<file path="src/rtl/seq_control_unit_if.sv">
// Decode/sequencer bundle between the IF/ID register and the control unit.
// The slave side is the control unit; the master side feeds opcodes and consumes controls.
interface seq_control_unit_if #(
   parameter int OPCODE_W = 8,
   parameter int PC_W     = 32,
   parameter int MEM_W    = 16
);
   localparam int PC_WORDS = PC_W / MEM_W;
   localparam int SEL_W    = (PC_WORDS > 1) ? $clog2(PC_WORDS) : 1;

   logic [OPCODE_W-1:0] opcode;
   logic                opcode_valid;
   logic                int_req;
   logic                wb;
   logic                alu;
   logic                imm;
   logic [2:0]          alu_ops;
   logic                mr;
   logic                mw;
   logic                jmp;
   logic [1:0]          flag_sel;
   logic                io_rd;
   logic                io_wr;
   logic                is_stack_op;
   logic                stack_op;
   logic                stack_pc;
   logic                stack_flags;
   logic [SEL_W-1:0]    pc_word_sel;
   logic                load_vector;
   logic                int_ack;
   logic                stall;
   logic                illegal;

   modport master (
      output opcode, opcode_valid, int_req,
      input  wb, alu, imm, alu_ops, mr, mw, jmp, flag_sel,
      input  io_rd, io_wr, is_stack_op, stack_op, stack_pc,
      input  stack_flags, pc_word_sel, load_vector, int_ack,
      input  stall, illegal
   );

   modport slave (
      input  opcode, opcode_valid, int_req,
      output wb, alu, imm, alu_ops, mr, mw, jmp, flag_sel,
      output io_rd, io_wr, is_stack_op, stack_op, stack_pc,
      output stack_flags, pc_word_sel, load_vector, int_ack,
      output stall, illegal
   );
endinterface

</file>
<file path="src/rtl/seq_control_unit.sv">
// Decode-stage control unit with a micro-step sequencer for
// interrupt entry, CALL, RET and RTI stack transfers.
module seq_control_unit #(
   parameter int OPCODE_W = 8,
   parameter int PC_W     = 32,
   parameter int MEM_W    = 16
) (
   input logic               clk,
   input logic               rst_n,
   seq_control_unit_if.slave bus
);
   localparam int PC_WORDS = PC_W / MEM_W;
   localparam int SEL_W    = (PC_WORDS > 1) ? $clog2(PC_WORDS) : 1;
   localparam logic [SEL_W-1:0] LAST = SEL_W'(PC_WORDS - 1);

   typedef enum logic [2:0] {
      IDLE, CALL_PC, INT_PC, INT_FLG, INT_VEC, RET_PC, RTI_FLG
   } state_t;

   state_t           state, state_nxt;
   logic [SEL_W-1:0] word_cnt, word_cnt_nxt;
   logic             int_pend, int_pend_nxt;
   logic             pend_now, last_word, hi_zero;
   logic             pc_state;
   logic [1:0]       cls;
   logic [2:0]       grp, fn;

   assign cls       = bus.opcode[7:6];
   assign grp       = bus.opcode[5:3];
   assign fn        = bus.opcode[2:0];
   assign hi_zero   = (bus.opcode >> 8) == '0;
   assign pend_now  = int_pend | bus.int_req;
   assign last_word = word_cnt == LAST;
   assign pc_state  = (state == CALL_PC) || (state == INT_PC) ||
                      (state == RET_PC);

   always_ff @(posedge clk or negedge rst_n) begin
      if (!rst_n) begin
         state    <= IDLE;
         word_cnt <= '0;
         int_pend <= 1'b0;
      end else begin
         state    <= state_nxt;
         word_cnt <= word_cnt_nxt;
         int_pend <= int_pend_nxt;
      end
   end

   always_comb begin
      state_nxt       = state;
      bus.wb          = 1'b0;
      bus.alu         = 1'b0;
      bus.imm         = 1'b0;
      bus.alu_ops     = 3'd0;
      bus.mr          = 1'b0;
      bus.mw          = 1'b0;
      bus.jmp         = 1'b0;
      bus.flag_sel    = 2'd0;
      bus.io_rd       = 1'b0;
      bus.io_wr       = 1'b0;
      bus.is_stack_op = 1'b0;
      bus.stack_op    = 1'b0;
      bus.stack_pc    = 1'b0;
      bus.stack_flags = 1'b0;
      bus.pc_word_sel = '0;
      bus.load_vector = 1'b0;
      bus.int_ack     = 1'b0;
      bus.illegal     = 1'b0;
      unique case (state)
         IDLE: begin
            // rst_n gate keeps every output low while reset is held
            if (bus.opcode_valid && rst_n) begin
               if (!hi_zero) begin
                  bus.illegal = 1'b1;
               end else begin
                  unique case (1'b1)
                     (grp == 3'b000): begin
                        bus.alu     = 1'b1;
                        bus.wb      = 1'b1;
                        bus.alu_ops = fn;
                        bus.imm     = (cls == 2'b01);
                     end
                     (grp == 3'b001): begin
                        bus.mr = 1'b1;
                        bus.wb = 1'b1;
                     end
                     (grp == 3'b010): bus.mw = 1'b1;
                     (grp == 3'b011): begin
                        bus.jmp      = 1'b1;
                        bus.flag_sel = fn[1:0];
                     end
                     (grp == 3'b100 && cls == 2'b00): bus.wb = 1'b1;
                     (grp == 3'b101): begin
                        bus.io_rd = ~fn[0];
                        bus.wb    = ~fn[0];
                        bus.io_wr = fn[0];
                     end
                     (grp == 3'b111): begin
                        bus.is_stack_op = 1'b1;
                        bus.stack_op    = fn[0];
                        bus.mr          = fn[0];
                        bus.wb          = fn[0];
                        bus.mw          = ~fn[0];
                     end
                     (grp == 3'b110 && cls == 2'b10): state_nxt = CALL_PC;
                     (grp == 3'b110 && cls == 2'b11):
                        state_nxt = fn[0] ? RTI_FLG : RET_PC;
                     default: bus.illegal = 1'b1;
                  endcase
               end
               if (state_nxt == IDLE && pend_now) state_nxt = INT_PC;
            end
         end
         CALL_PC, INT_PC: begin
            bus.mw          = 1'b1;
            bus.is_stack_op = 1'b1;
            bus.stack_pc    = 1'b1;
            bus.pc_word_sel = LAST - word_cnt;
            bus.int_ack     = (state == INT_PC) && (word_cnt == '0);
            if (last_word) begin
               if (state == INT_PC) begin
                  state_nxt = INT_FLG;
               end else begin
                  bus.jmp   = 1'b1;
                  state_nxt = pend_now ? INT_PC : IDLE;
               end
            end
         end
         INT_FLG: begin
            bus.mw          = 1'b1;
            bus.is_stack_op = 1'b1;
            bus.stack_flags = 1'b1;
            state_nxt       = INT_VEC;
         end
         INT_VEC: begin
            bus.load_vector = 1'b1;
            state_nxt       = pend_now ? INT_PC : IDLE;
         end
         RTI_FLG: begin
            bus.mr          = 1'b1;
            bus.is_stack_op = 1'b1;
            bus.stack_op    = 1'b1;
            bus.stack_flags = 1'b1;
            state_nxt       = RET_PC;
         end
         RET_PC: begin
            bus.mr          = 1'b1;
            bus.is_stack_op = 1'b1;
            bus.stack_op    = 1'b1;
            bus.stack_pc    = 1'b1;
            bus.pc_word_sel = word_cnt;
            if (last_word) begin
               bus.jmp   = 1'b1;
               state_nxt = pend_now ? INT_PC : IDLE;
            end
         end
         default: state_nxt = IDLE;
      endcase
      bus.stall = rst_n && (state_nxt != IDLE);
   end

   always_comb begin
      word_cnt_nxt = '0;
      if (pc_state && state_nxt == state) word_cnt_nxt = word_cnt + 1'b1;
      // the request that starts INT_PC is consumed on entry
      int_pend_nxt = pend_now;
      if (state_nxt == INT_PC && state != INT_PC) int_pend_nxt = 1'b0;
   end
endmodule
</file>
<file path="src/flat_wrapper.sv">
// flat-port wrapper written by rule: the top's interface ports become plain ports
module seq_control_unit_flat 
#(
   parameter int OPCODE_W = 8,
   parameter int PC_W     = 32,
   parameter int MEM_W    = 16
)
  (clk, rst_n, bus_opcode, bus_opcode_valid, bus_int_req, bus_wb, bus_alu, bus_imm, bus_alu_ops, bus_mr, bus_mw, bus_jmp, bus_flag_sel, bus_io_rd, bus_io_wr, bus_is_stack_op, bus_stack_op, bus_stack_pc, bus_stack_flags, bus_pc_word_sel, bus_load_vector, bus_int_ack, bus_stall, bus_illegal);
  seq_control_unit_if #(.OPCODE_W(OPCODE_W), .PC_W(PC_W), .MEM_W(MEM_W)) bus_i ();
  input logic clk;
  input logic rst_n;
  input wire logic [$bits(bus_i.opcode)-1:0] bus_opcode;
  input wire logic [$bits(bus_i.opcode_valid)-1:0] bus_opcode_valid;
  input wire logic [$bits(bus_i.int_req)-1:0] bus_int_req;
  output wire logic [$bits(bus_i.wb)-1:0] bus_wb;
  output wire logic [$bits(bus_i.alu)-1:0] bus_alu;
  output wire logic [$bits(bus_i.imm)-1:0] bus_imm;
  output wire logic [$bits(bus_i.alu_ops)-1:0] bus_alu_ops;
  output wire logic [$bits(bus_i.mr)-1:0] bus_mr;
  output wire logic [$bits(bus_i.mw)-1:0] bus_mw;
  output wire logic [$bits(bus_i.jmp)-1:0] bus_jmp;
  output wire logic [$bits(bus_i.flag_sel)-1:0] bus_flag_sel;
  output wire logic [$bits(bus_i.io_rd)-1:0] bus_io_rd;
  output wire logic [$bits(bus_i.io_wr)-1:0] bus_io_wr;
  output wire logic [$bits(bus_i.is_stack_op)-1:0] bus_is_stack_op;
  output wire logic [$bits(bus_i.stack_op)-1:0] bus_stack_op;
  output wire logic [$bits(bus_i.stack_pc)-1:0] bus_stack_pc;
  output wire logic [$bits(bus_i.stack_flags)-1:0] bus_stack_flags;
  output wire logic [$bits(bus_i.pc_word_sel)-1:0] bus_pc_word_sel;
  output wire logic [$bits(bus_i.load_vector)-1:0] bus_load_vector;
  output wire logic [$bits(bus_i.int_ack)-1:0] bus_int_ack;
  output wire logic [$bits(bus_i.stall)-1:0] bus_stall;
  output wire logic [$bits(bus_i.illegal)-1:0] bus_illegal;
  assign bus_i.opcode = bus_opcode;
  assign bus_i.opcode_valid = bus_opcode_valid;
  assign bus_i.int_req = bus_int_req;
  assign bus_wb = bus_i.wb;
  assign bus_alu = bus_i.alu;
  assign bus_imm = bus_i.imm;
  assign bus_alu_ops = bus_i.alu_ops;
  assign bus_mr = bus_i.mr;
  assign bus_mw = bus_i.mw;
  assign bus_jmp = bus_i.jmp;
  assign bus_flag_sel = bus_i.flag_sel;
  assign bus_io_rd = bus_i.io_rd;
  assign bus_io_wr = bus_i.io_wr;
  assign bus_is_stack_op = bus_i.is_stack_op;
  assign bus_stack_op = bus_i.stack_op;
  assign bus_stack_pc = bus_i.stack_pc;
  assign bus_stack_flags = bus_i.stack_flags;
  assign bus_pc_word_sel = bus_i.pc_word_sel;
  assign bus_load_vector = bus_i.load_vector;
  assign bus_int_ack = bus_i.int_ack;
  assign bus_stall = bus_i.stall;
  assign bus_illegal = bus_i.illegal;
  seq_control_unit #(.OPCODE_W(OPCODE_W), .PC_W(PC_W), .MEM_W(MEM_W)) u_core (.clk(clk), .rst_n(rst_n), .bus(bus_i));
endmodule
</file>
<file path="config.mk">
export PLATFORM = sky130hd
export DESIGN_NAME = seq_control_unit_flat
export DESIGN_NICKNAME = d
export VERILOG_FILES = /design/src/rtl/seq_control_unit_if.sv /design/src/rtl/seq_control_unit.sv /design/src/flat_wrapper.sv
export SDC_FILE = /design/constraint.sdc
export NUM_CORES = 1
export LEC_CHECK = 0
export CORE_ASPECT_RATIO = 0.9
export CORE_MARGIN = 4
export CORE_UTILIZATION = 34
export CTS_CLUSTER_SIZE = 10
export DETAILED_ROUTE_END_ITERATION = 12
export HOLD_SLACK_MARGIN = 0.06
export PLACE_DENSITY = 0.76
export SLEW_MARGIN = 20
export SYNTH_ARGS = -nofsm -noshare
export SYNTH_HDL_FRONTEND = slang
export SYNTH_SLANG_ARGS = --single-unit
</file>
<file path="constraint.sdc">
create_clock -name clk -period 1.9 [get_ports clk]
set_input_delay 0.38 -clock clk [delete_from_list [all_inputs] [get_ports clk]]
set_output_delay 0.38 -clock clk [all_outputs]
set_load 0.03 [all_outputs]
</file>
==> metrics.yaml, run 1 <==
numCtsBuffers: 3
std_cell_rows: 14
violated_checks: "negative setup slack"
vdd.ir_drop.worst_v: 0.00108
maximum_number_of_pins_on_one_net_before_global_route_repair: 12
p_per_area_nw_per_um2: 1200
drt-total-wl_mm: 2.83
numPortBuffers: 33
cp_max_fo: 5
minimum_clock_period_after_layout_ps: 2230
num_io_pins: 34
netlist_top_cells_area: "sky130_fd_sc_hd__dfrtp_1 (20%), sky130_fd_sc_hd__nand2_1 (5.3%), sky130_fd_sc_hd__nor2_1 (5.3%)"
yosysWarningCount: 0
ratio_of_cells_with_drive_above_1_in_the_final_layout: 0.600
timing_worst_setup_path_type: "reg2out"
syn-mean-instance-area_um2: 7.20
power_frac_clock: 0.075
die_outline_width_um: 53.8
outcome: "finished with violations"
timing.critical_path.arrival_ps: 1850
holdBufCountCts: 0
clock_insertion_delay_worst_skew_ps: 250
count_of_inserted_antenna_diode_cells: 0
finalSetupViolCount: 16
critical_path.endpoint_type: "primary output"
int_power_mw: 0.857
clock_tree_root_driver_cell: "sky130_fd_sc_hd__clkbuf_4"
place_inst: 158
comb_power_share: 0.806
global_route.usage.total: 0.241
post-route-worst-setup-slack_ps: -334
nFillCells: 107
worst_slew_pin_slew_ps: 319
holdCritPathClass: "in2async"
core_area_um2: 1730
synth_cell_type_count: 42
route.detailed.wl_per_inst_um: 16.3
clock-skew-final_ps: 8.97
post-place-ws_ps: -483
required_ps: 1520
power.sequential.fraction: 0.119
yosys_register_bits: 5
final-instance-count-excl-fill: 174
period_share: 1.18
clockBufferDepth: 2
drt_drc_violations_left: 0
via_per_inst: 5.37
vias: 934
max-slew-margin-rel: 0.786
grt_pass1_vias: 998
tritoncts: "built"
cellLeakagePower_nw: 0.664
report.final.slew_viol_count: 0
tritoncts_num_sinks: 5
yosys.area.top_type_share: 0.195
syn_inst: 89
dieHeight_um: 49.2
switchingPower_mw: 0.828
floorplan.initialDensity: 0.369
number_of_antenna_violations_at_the_first_check_in_global_routing: 0
finish.net_count: 163
remaining_global_route_overflow: 0
seq_area_frac_synth: 0.195
first_iter_violations: 39
global_route_wire_length_before_repair_mm: 4.64
dpl-instance-area_um2: 1100
firstDrtPassIters: 4
rsz0062_at_grt: "yes"
sw_frac_of_total: 0.492
clkTransAtPathRegs_ps: 50
max-cap-violations: 0
fp.dieArea_um2: 2640
drt.antenna.violating_nets: 0
design_area_um2: 1410
gp_congestion: 0.840
netlist_area_um2: 641
hold_violations_final: 0
fmax_mhz: 448
synth_to_layout_area_growth_pct: 120
synth_nets: 101
level_count_of_the_clock_h_tree: 1
critical_path.startpoint_type: "register"
cell_type_with_the_largest_total_area_after_synthesis: "sky130_fd_sc_hd__dfrtp_1"
dp.final_hpwl_mm: 1.74
[layout make-up]
class	count	area [um2]	area share
inverters	3	11.3	0.00799
flip-flops and latches	5	126	0.0897
clock buffers	4	26.3	0.0187
repair buffers	64	592	0.420
multi-input cells	74	623	0.442
well taps	24	30.0	0.0213
[layer usage]
| layer | wire length (um) | GRT usage | share of wire |
|---|---|---|---|
| met4 | 95 | 0.145 | 0.034 |
| met5 | 0 | 0 | 0 |
| met1 | 1200 | 0.281 | 0.42 |
| met2 | 1410 | 0.387 | 0.50 |
| met3 | 130 | 0.0550 | 0.046 |
[cell usage in the layout, fill, tap and decap left out, drive strengths merged, types with 2 or more instances in the layout]
| cell type | Yosys | layout |
|---|---|---|
| buf | 5 | 52 |
| nor2 | 9 | 9 |
| nand2 | 9 | 9 |
| clkbuf | 2 | 7 |
| o21ai | 6 | 6 |
| and2 | 6 | 6 |
| dfrtp | 5 | 5 |
| a21oi | 5 | 5 |
| nand3 | 5 | 5 |
| clkdlybuf4s50 | 0 | 4 |
| nor3 | 4 | 4 |
| inv | 3 | 3 |
| or2 | 2 | 2 |
| and2b | 2 | 2 |
| dlygate4sd2 | 0 | 2 |
| dlymetal6s2s | 0 | 2 |
| nor4 | 2 | 2 |
| o22ai | 2 | 2 |
[flip-flops by register name, summed over array words and instances, names as in the netlist]
signal and cells:
u_core.int_pend 1, u_core.last_word 1, u_core.state 3
[through the flow]
stage	power, mW	hold slack (ps)	TNS [ps]	util
floorplan	0.893	84.4	-2040	-
global placement	1.24	556	-5500	0.637
detailed placement	1.26	593	-6360	0.637
CTS	1.61	207	-3650	0.797
global route	1.78	209	-5610	0.812
finish	1.69	201	-4380	0.812
[path summary, 6_finish.rpt]
check	from	slack, ps	endpoint	cells after the start
min in group clk	u_core.int_pend$_DFF_PN0_	620	u_core.int_pend$_DFF_PN0_	2
worst min-delay path	rst_n	200	u_core.last_word$_DFF_PN0_	2
max in group asynchronous	rst_n	1570	u_core.state[2]$_DFF_PN0_	2
worst min register to register	u_core.int_pend$_DFF_PN0_	620	u_core.int_pend$_DFF_PN0_	2
worst max-delay path	u_core.state[1]$_DFF_PN0_	-330	bus_imm	5
worst max register to register	u_core.state[1]$_DFF_PN0_	200	u_core.int_pend$_DFF_PN0_	7
[cells in the mapped netlist (all sizes together)]
| cell type | n |
|---|---|
| nor4 | 2 |
| xnor2 | 1 |
| a21oi | 5 |
| or2 | 2 |
| o211ai | 1 |
| nand4 | 1 |
| nor2 | 9 |
| o22ai | 2 |
| a221oi | 1 |
| a21o | 1 |
| o31a | 1 |
| and3 | 1 |
| a221o | 1 |
| nor3 | 4 |
| a31oi | 1 |
| mux2 | 1 |
| and4b | 1 |
| nor2b | 1 |
| o21bai | 1 |
| nand3b | 1 |
| and3b | 1 |
| o221ai | 1 |
| clkbuf | 2 |
| dfrtp | 5 |
| nand2 | 9 |
| o31ai | 1 |
| inv | 3 |
| buf | 5 |
| or3 | 1 |
| and2b | 2 |
| nand3 | 5 |
| o21ai | 6 |
| xor2 | 1 |
| and2 | 6 |
| a22oi | 1 |
| nand4b | 1 |
| nor3b | 1 |
[kinds of logic (layout without fill, tap and decap cells)]
group / count (synthesis) / after routing / share of synthesized area
xor gates and xnor gates: 2 / 2 / 0.0273
muxes: 1 / 1 / 0.0176
buffers and inverters: 10 / 71 / 0.0762
and+or+nand+nor: 48 / 48 / 0.441
DFF: 5 / 5 / 0.195
AOI/OAI and AO/OA: 23 / 23 / 0.242
[power groups by stage]
stage                     clock [mW]  combinational (mW)  sequential, mW
final                          0.126                1.36           0.201
after detailed placement           0                1.08           0.188
after floorplan                    0               0.719           0.174
after global routing           0.134                1.44           0.205
after global placement             0                1.05           0.184
after CTS                      0.127                1.29           0.193
[repair_timing]
item | 4_1_cts | 5_1_grt
gates resized for setup | 48 | 19
setup endpoints to repair | 19 | 20
pin swaps | 17 | 8
cloned | 0 | 0
buffers inserted | 13 | 0
[worst max-delay path, cell delays in order, from the launching register on]
cell	delay, ps
sky130_fd_sc_hd__dfrtp_1	370
sky130_fd_sc_hd__or2_4	270
sky130_fd_sc_hd__or3_4	370
sky130_fd_sc_hd__nor4_4	250
sky130_fd_sc_hd__and3b_1	230
sky130_fd_sc_hd__buf_6	130
(Power assumes the default switching activity.)
==> run 2, diff against run 1 <==
--- a/config.mk
+++ b/config.mk
@@ -11,7 +11,7 @@
 export CTS_CLUSTER_SIZE = 10
 export DETAILED_ROUTE_END_ITERATION = 12
 export HOLD_SLACK_MARGIN = 0.06
-export PLACE_DENSITY = 0.76
+export PLACE_DENSITY_LB_ADDON = 0.25
 export SLEW_MARGIN = 20
 export SYNTH_ARGS = -nofsm -noshare
 export SYNTH_HDL_FRONTEND = slang
==> run 2 against run 1 <==
Compared with the run above: the run still ends with negative setup slack left; via count up 3.5%; critical path type unchanged; non-clock buffer count down 2; total power about the same; combinational power about the same; wire length rose by 2.2%; fmax fell by 1.4%; sequential power increased by 3%; sequential cell count unchanged; clock power grew 3%; final cell count down 1.1%.
==> metrics.yaml, run 2 (synthesis gave the netlist of run 1 again) <==
synth_to_layout_area_growth_pct: 114
hold_violations_final: 0  # unchanged
cp.buffers_inverters: 2  # +1
clock-skew-final_ps: 7.91  # -1.06 ps
mostFrequentLayoutCells: "sky130_fd_sc_hd__buf_4 (28), sky130_fd_sc_hd__buf_6 (20), sky130_fd_sc_hd__nand2_1 (8)"
clock_insertion_delay_worst_skew_ps: 250  # about the same
vias: 967  # +3.5%
largest_reg_flops: 3  # unchanged
dp.final_hpwl_mm: 1.73  # -0.88%
place_inst: 158  # unchanged
reg2reg_from: "u_core.state[0]$_DFF_PN0_"
minimum_clock_period_after_layout_ps: 2270  # +32.6 ps
global_route.usage.total: 0.198  # -0.0431
layout.core_utilization: 0.790  # -0.0224
final_common_cell: "sky130_fd_sc_hd__buf_4"
worst_path_largest_cell_delay_ps: 380  # about the same
crit_path_start: "u_core.state[0]$_DFF_PN0_"
fin_total_pwr_mw: 1.69  # about the same
post-route-worst-setup-slack_ps: -367  # -32.6 ps
fp.dieArea_um2: 2640  # unchanged
number_of_antenna_violations_at_the_first_check_in_global_routing: 0  # unchanged
maximum_number_of_pins_on_one_net_before_global_route_repair: 13  # +1
via_per_inst: 5.62  # +4.7%
clock_tree_root_driver_cell: "sky130_fd_sc_hd__clkbuf_4"
finalHoldWorstSlack_ps: 181  # -19.9 ps
core_area_um2: 1730  # unchanged
timing.critical_path.arrival_ps: 1890  # +40 ps
cp_max_fo: 3  # -2
timing_worst_setup_path_type: "reg2out"
holdBufCountCts: 0  # unchanged
worst_slew_pin_slew_ps: 345  # +26.0 ps
drt-total-wl_mm: 2.90  # +2.2%
numPortBuffers: 33  # unchanged
clkTransAtPathRegs_ps: 50  # about the same
cellLeakagePower_nw: 0.639  # -3.7%
p_per_area_nw_per_um2: 1230  # +2.9%
gp_congestion: 0.818  # -2.5%
period_share: 1.19  # +0.0172
holdCritPathClass: "in2async"
num_io_pins: 34  # unchanged
global_route_wire_length_before_repair_mm: 3.94  # -15%
level_count_of_the_clock_h_tree: 1  # unchanged
tritoncts: "built"
finish.net_count: 161  # -1.2%
floorplan.initialDensity: 0.369  # unchanged
reg2reg_setup_slack_ps: 230  # +30 ps
route.detailed.wl_per_inst_um: 16.8  # +3.4%
max-cap-violations: 0  # unchanged
critical_path.endpoint_type: "primary output"
vdd.ir_drop.worst_v: 0.00133  # +22%
top_register: "u_core.state"
dieHeight_um: 49.2  # unchanged
critical-path-slowest-cell: "sky130_fd_sc_hd__dfrtp_1"
finalSetupViolCount: 16  # unchanged
die_outline_width_um: 53.8  # unchanged
drt.antenna.violating_nets: 0  # unchanged
critical_path.top_delay_family: "simple AND/OR/NAND/NOR gates"
drt_drc_violations_left: 0  # unchanged
violated_checks: "negative setup slack"
final-instance-count-excl-fill: 172  # -1.1%
numCtsBuffers: 3  # unchanged
critical_path.startpoint_type: "register"
first_iter_violations: 31  # -21%
rsz0062_at_grt: "yes"
firstDrtPassIters: 4  # unchanged
count_of_inserted_antenna_diode_cells: 0  # unchanged
fmax_mhz: 441  # -1.4%
std_cell_rows: 14  # unchanged
crit_chain: "or2_4, or3_4, buf_4, o221ai_4, o31a_1, buf_6"
post-place-ws_ps: -409  # +73.2 ps
max-slew-margin-rel: 0.768  # -0.0182
grt_pass1_vias: 853  # -15%
remaining_global_route_overflow: 0  # unchanged
clockBufferDepth: 2  # unchanged
ratio_of_cells_with_drive_above_1_in_the_final_layout: 0.554  # -0.0459
report.final.slew_viol_count: 0  # unchanged
required_ps: 1520  # about the same
tritoncts_num_sinks: 5  # unchanged
outcome: "finished with violations"
## run 2: cell types whose count changed in the layout (fill, tap and decap cells not counted), sizes merged
cell / delta
clkdlybuf4s50: +1
buf: -2
clkbuf: -3
dlymetal6s2s: -1
dlygate4sd2: +3
## run 2: what timing repair did
item	CTS	global route
resized for setup	36	10
pin swaps	14	3
hold endpoints to repair	0	0
endpoints found under the setup margin	20	21
gates cloned	1	0
setup buffers	5	5
## run 2: stage by stage
step	area [um2]	setup TNS [ps]
6_report	1370	-3790
3_5_place_dp	1100	-5730
5_1_grt	1370	-4990
2_1_floorplan	692	-2040
3_3_place_gp	1100	-5170
4_1_cts	1280	-3610
## run 2: final cells by class
| cell class | count | area [um2] |
|---|---|---|
| sequential | 5 | 126 |
| clock buffer | 4 | 26.3 |
| timing repair buffer | 62 | 577 |
| multi-input combinational | 74 | 599 |
| tap | 24 | 30.0 |
| fill | 110 | 364 |
| inverter | 3 | 11.3 |
## run 2: metal layers
layer / vias to the layer above / track usage / wire, um
met5: - / 0 / 0
met4: 0 / 0.0511 / 70
met3: 14 / 0.0428 / 273
met2: 67 / 0.325 / 1460
met1: 443 / 0.256 / 1090
li1: 443 / - / -
## run 2: power by group
part	internal [mW]	switching (mW)
registers	0.154	0.0525
clock network	0.0799	0.0505
logic	0.608	0.741
total	0.842	0.844
## run 2: final timing paths
path,end,cells past startpoint
min,u_core.int_pend$_DFF_PN0_,2
max in group asynchronous,u_core.state[2]$_DFF_PN0_,2
min reg2reg,u_core.int_pend$_DFF_PN0_,2
max reg2reg,u_core.int_pend$_DFF_PN0_,6
max,bus_stall,6
min in group clk,u_core.int_pend$_DFF_PN0_,2
==> run 3, diff against run 2 <==
--- a/config.mk
+++ b/config.mk
@@ -5,6 +5,7 @@
 export SDC_FILE = /design/constraint.sdc
 export NUM_CORES = 1
 export LEC_CHECK = 0
+export ABC_CLOCK_PERIOD_IN_PS = 1900
 export CORE_ASPECT_RATIO = 0.9
 export CORE_MARGIN = 4
 export CORE_UTILIZATION = 34
==> results of run 3 <==
Final layout, timing and power as in run 2 (identical DEF).
==> edit 1, RTL diff (settings of run 3) <==
`PC_W` is set to 32 in 3 places; all go to 16.
--- a/src/rtl/seq_control_unit_if.sv
+++ b/src/rtl/seq_control_unit_if.sv
@@ -4,3 +4,3 @@
    parameter int OPCODE_W = 8,
-   parameter int PC_W     = 32,
+   parameter int PC_W     = 16,
    parameter int MEM_W    = 16
--- a/src/rtl/seq_control_unit.sv
+++ b/src/rtl/seq_control_unit.sv
@@ -4,3 +4,3 @@
    parameter int OPCODE_W = 8,
-   parameter int PC_W     = 32,
+   parameter int PC_W     = 16,
    parameter int MEM_W    = 16
--- a/src/flat_wrapper.sv
+++ b/src/flat_wrapper.sv
@@ -4,3 +4,3 @@
    parameter int OPCODE_W = 8,
-   parameter int PC_W     = 32,
+   parameter int PC_W     = 16,
    parameter int MEM_W    = 16
Function: changed (a bounded check fails within 4 cycles, from zero or initial values and one cycle with rst_n low).
==> edit 1 against run 3 <==
  * The flow still finishes with violations (negative setup slack)
  * Sequential cell count did not move
  * Final area rose by 8.9%
  * Largest power group unchanged
  * Routed wire length rose by 8.2%
  * Register-to-register slack got worse by 0.10 ns
  * Setup slack improved by 0.0039 ns
  * Synthesized area rose by 6.1%
  * Total power rose by 14%
  * Synthesized cell count rose by 2.2%
  * Via count rose by 3.7%
==> edit 1: results (changes against run 3) <==
Final WS setup=-0.363 ns (+0.00394 ns); failing checks=negative setup slack; power per standard cell area=1290 nW/um^2 (+4.7%); CP startpoint=u_core.state[2]; worst-skew pair later-pin latency=0.24 ns; Post-DP Area=1120 sq um (+1.2%); crit path max fanout=5 (+2); vias in the first global route=913 (+7.0%); syn_nets=103 (+2.0%); Critical Path End=bus_imm; FILL cells=120 (+9.1%); r2r setup slk=0.13 ns (-0.10 ns); RePlAce Congestion=0.804 (-1.7%); Hold WC Path Type=primary input to asynchronous set/reset pin; Reg clk slew, reported paths=0.04 ns; status=finished with violations; library cells used by synthesis=43 (+2.4%); crit path DAT=1.88 ns; Resize count post-CTS=44 (+22%); post-synthesis sequential area ratio=0.184 (-0.0112); Lkg Pwr=0.697 nW (+9.1%); layout cells sized above 1=0.623 (+0.0686); H-tree level count=1 (unchanged); DR iter-0 viols=46 (+48%); final setup vio count=16 (unchanged); Post-Route WL=3.13 mm (+8.2%); post-CTS setup repair buffer count=15 (+10); TNS Setup=-4.33 ns (-0.541 ns); FF-to-FF path depth=7 (+1); Cells after DPL=162 (+2.5%); skew final=0.000356 ns (-0.00755 ns); clock buffer depth=2 (unchanged); Hold Vio Cnt, Final=0 (unchanged); RR Startpoint=u_core.state[1]; Syn Inst Count=91 (+2.2%); maximum VDD drop=1130 uV (-15%); top cells by count, synth=8 x nand2_1, 8 x nor2_1, 6 x a21oi_1; first-pass GRT wire length=4.23 mm (+7.4%); vias per inst=5.45 (-3.0%); TritonRoute pass-1 iters=4 (unchanged); EDFF count, synth=0 (unchanged); GRT Resource Usage Total=0.207 (+0.00907); Top Registers=u_core.state x3, u_core.int_pend x1, u_core.word_cnt x1; via count=1003 (+3.7%); Layout Nets=172 (+6.8%); pre-CTS setup slack=-0.600 ns (-0.191 ns); post-DP HPWL=1.87 mm (+7.9%); dominant cells by area after synthesis=dfrtp_1 18%, and2_1 4.6%, a21oi_1 4.4%, nand2_1 4.4%, nor2_1 4.4%; Critical Path Max Stage Delay=0.40 ns (+0.02 ns)
==> edit 1: cell types whose count changed after synthesis, moves of 2 or more <==
cell	before	now
nand3_1	5	2
and2b_1	2	0
and3b_1	1	3
buf_2	3	1
clkbuf_1	2	4
inv_1	3	1
nand2b_1	0	2
nor2b_1	1	3
o22ai_1	2	0
or3_1	0	2
==> edit 1: power breakdown <==
part	switching [W]	internal [W]
sequential	0.0000422	0.000150
combinational	0.000852	0.000759
clock	0.0000424	0.0000760
==> edit 1: worst min path at each step <==
stage                       to  slack (ns)  cells past startpoint
5_1_grt        u_core.state[1]        0.25                      2
3_3_place_gp   u_core.state[2]        0.59                      2
2_1_floorplan  u_core.int_pend        0.08                      0
6_report       u_core.int_pend        0.25                      2
4_1_cts        u_core.state[1]        0.25                      2
3_5_place_dp   u_core.state[2]        0.60                      2
==> edit 1: layout make-up <==
class	count	area share
Multi-Input combinational cell	76	0.448
Timing Repair Buffer	73	0.426
Sequential cell	5	0.0839
Tap cell	25	0.0210
Clock buffer	3	0.0151
Clock inverter	1	0.00336
Inverter	1	0.00252
==> edit 1: cell families (layout without fill, tap and decap cells) <==
kind of cell / count (synthesis) / in the layout / synth area share
flip-flops: 5 / 5 / 0.184
buffers and inverters: 10 / 78 / 0.0902
other: 1 / 1 / 0.00552
AND/OR/NAND/NOR: 49 / 49 / 0.449
AO/OA/AOI/OAI: 23 / 23 / 0.230
XOR/XNOR: 2 / 2 / 0.0258
multiplexers: 1 / 1 / 0.0147
==> edit 1: layer usage <==
metal	wire, microns	share of wire	vias to the layer above	global-route usage
li1	-	-	465	-
met1	1250	0.40	476	0.265
met2	1500	0.48	52	0.350
met3	264	0.084	10	0.0267
met4	119	0.038	0	0.0648
met5	0	0	-	0
==> edit 2, RTL diff (config.mk and constraints of run 3) <==
Made on the original files. Reset style: synchronous (`rst_n`), changed in one clocked block.
--- a/src/rtl/seq_control_unit.sv
+++ b/src/rtl/seq_control_unit.sv
@@ -36,3 +36,3 @@
 
-   always_ff @(posedge clk or negedge rst_n) begin
+   always_ff @(posedge clk) begin
       if (!rst_n) begin
Function: differs if rst_n is asserted again (counterexample within 4 cycles, from zero or initial values and one cycle with rst_n low); with rst_n held inactive, the same outputs for 10 cycles.
==> edit 2 against run 3 <==
  * The run still ends with negative setup slack left
  * Register-to-register slack got worse by 0.08 ns
  * Sequential share of layout area decreased by 1.0 points
  * Core utilization is 2.3 points lower
  * Routed wire length decreased by 13%
  * Final area is 2.9% lower
  * Critical path depth unchanged
  * Count of clock-buffer cells in the layout did not move
  * Synthesized area increased by 0.20%
  * Sequential cell count unchanged
  * Setup slack gained 0.25 ns
  * Largest cell class unchanged
Power is left out: it rests on default switching activity, and per cell area and clock period it moved more than threefold.
==> edit 2: results (changes against run 3) <==
crit path DAT=1.64 ns (-0.25 ns); FF-to-FF path depth=8 (+2); FFs w/ async S/R, synth=0 (-1.00); CP max stage cell=dfxtp_4; post-DP HPWL=1.68 mm (-2.6%); area of the multi-input gates=622 sq um (+3.8%); global routing usage on met1=0.241 (-0.0142); fraction of area in multi-input gates=0.468 (+0.0301); DR iter-0 viols=12 (-61%); RePlAce Congestion=0.795 (-2.9%); Critical Path Max Stage Delay=0.35 ns (-0.03 ns); Hold WC Path Type=primary input to register; FILL cells=130 (+18%); post-synthesis sequential area ratio=0.156 (-0.0394); vias per inst=5.20 (-7.4%); CP startpoint=u_core.state[0]; Cells after DPL=160 (+1.3%); GRT Resource Usage Total=0.182 (-0.0166); failing checks=negative setup slack; routed length per instance=14.7 microns (-13%); dominant cells by area after synthesis=dfxtp_1 16%, and2_1 6.8%, o21ai_0 6.2%, and3_1 3.9%, nand3_1 3.9%; nonclk buf count=61 (-1.6%); TNS Setup=-0.165 ns (+3.63 ns); metal2 WL=1.37 mm (-5.9%); crit path max fanout=6 (+3); met3 usage=0.0183 (-0.0245); layout cells sized above 1=0.558 (+0.00377); Final WS setup=-0.116 ns (+0.251 ns); skew final=0.00184 ns (-0.00607 ns); Metal-1 WL=1.03 mm (-5.5%); status=finished with violations; Hold Slack=0.630 ns (+0.449 ns); top cells by count, synth=8 x o21ai_0, 7 x and2_1, 6 x nand2_1, 6 x nor2_1; final setup vio count=6 (-10); Data buffer area share=0.400 (-0.0212); pre-CTS setup slack=-0.331 ns (+0.0783 ns); first-pass GRT wire length=3.68 mm (-6.5%); RR Startpoint=u_core.state[1]; M2 GR Usage=0.306 (-0.0181); syn_nets=100 (-0.99%)
edit 2: cell count changes after synthesis, moves of 3 or more:
cell,before,now
a21o_1,0,3
and3_1,1,4
dfrtp_1,5,0
and2_1,4,7
nor2_1,9,6
nand2_1,9,6
dfxtp_1,0,5
edit 2: kinds of logic (layout without fill, tap and decap cells):
family / after synthesis / after routing / share of synthesized area
flip-flops: 5 / 5 / 0.156
AND/OR/NAND/NOR: 46 / 46 / 0.458
buffers and inverters: 9 / 68 / 0.0877
AO/OA/AOI/OAI: 26 / 26 / 0.271
XOR/XNOR: 2 / 2 / 0.0273
edit 2: repair_timing:
action | CTS | global route
pin swaps | 17 | 14
buffers inserted | 4 | 3
setup endpoints to repair | 18 | 17
gates resized for setup | 26 | 27
edit 2: worst max-delay path: cells and delay by family, from the launching register on:
kind,cells,cell delay [ns]
flip-flops,1,0.35
AO/OA/AOI/OAI,2,0.38
buffers and inverters,2,0.27
AND/OR/NAND/NOR,2,0.40
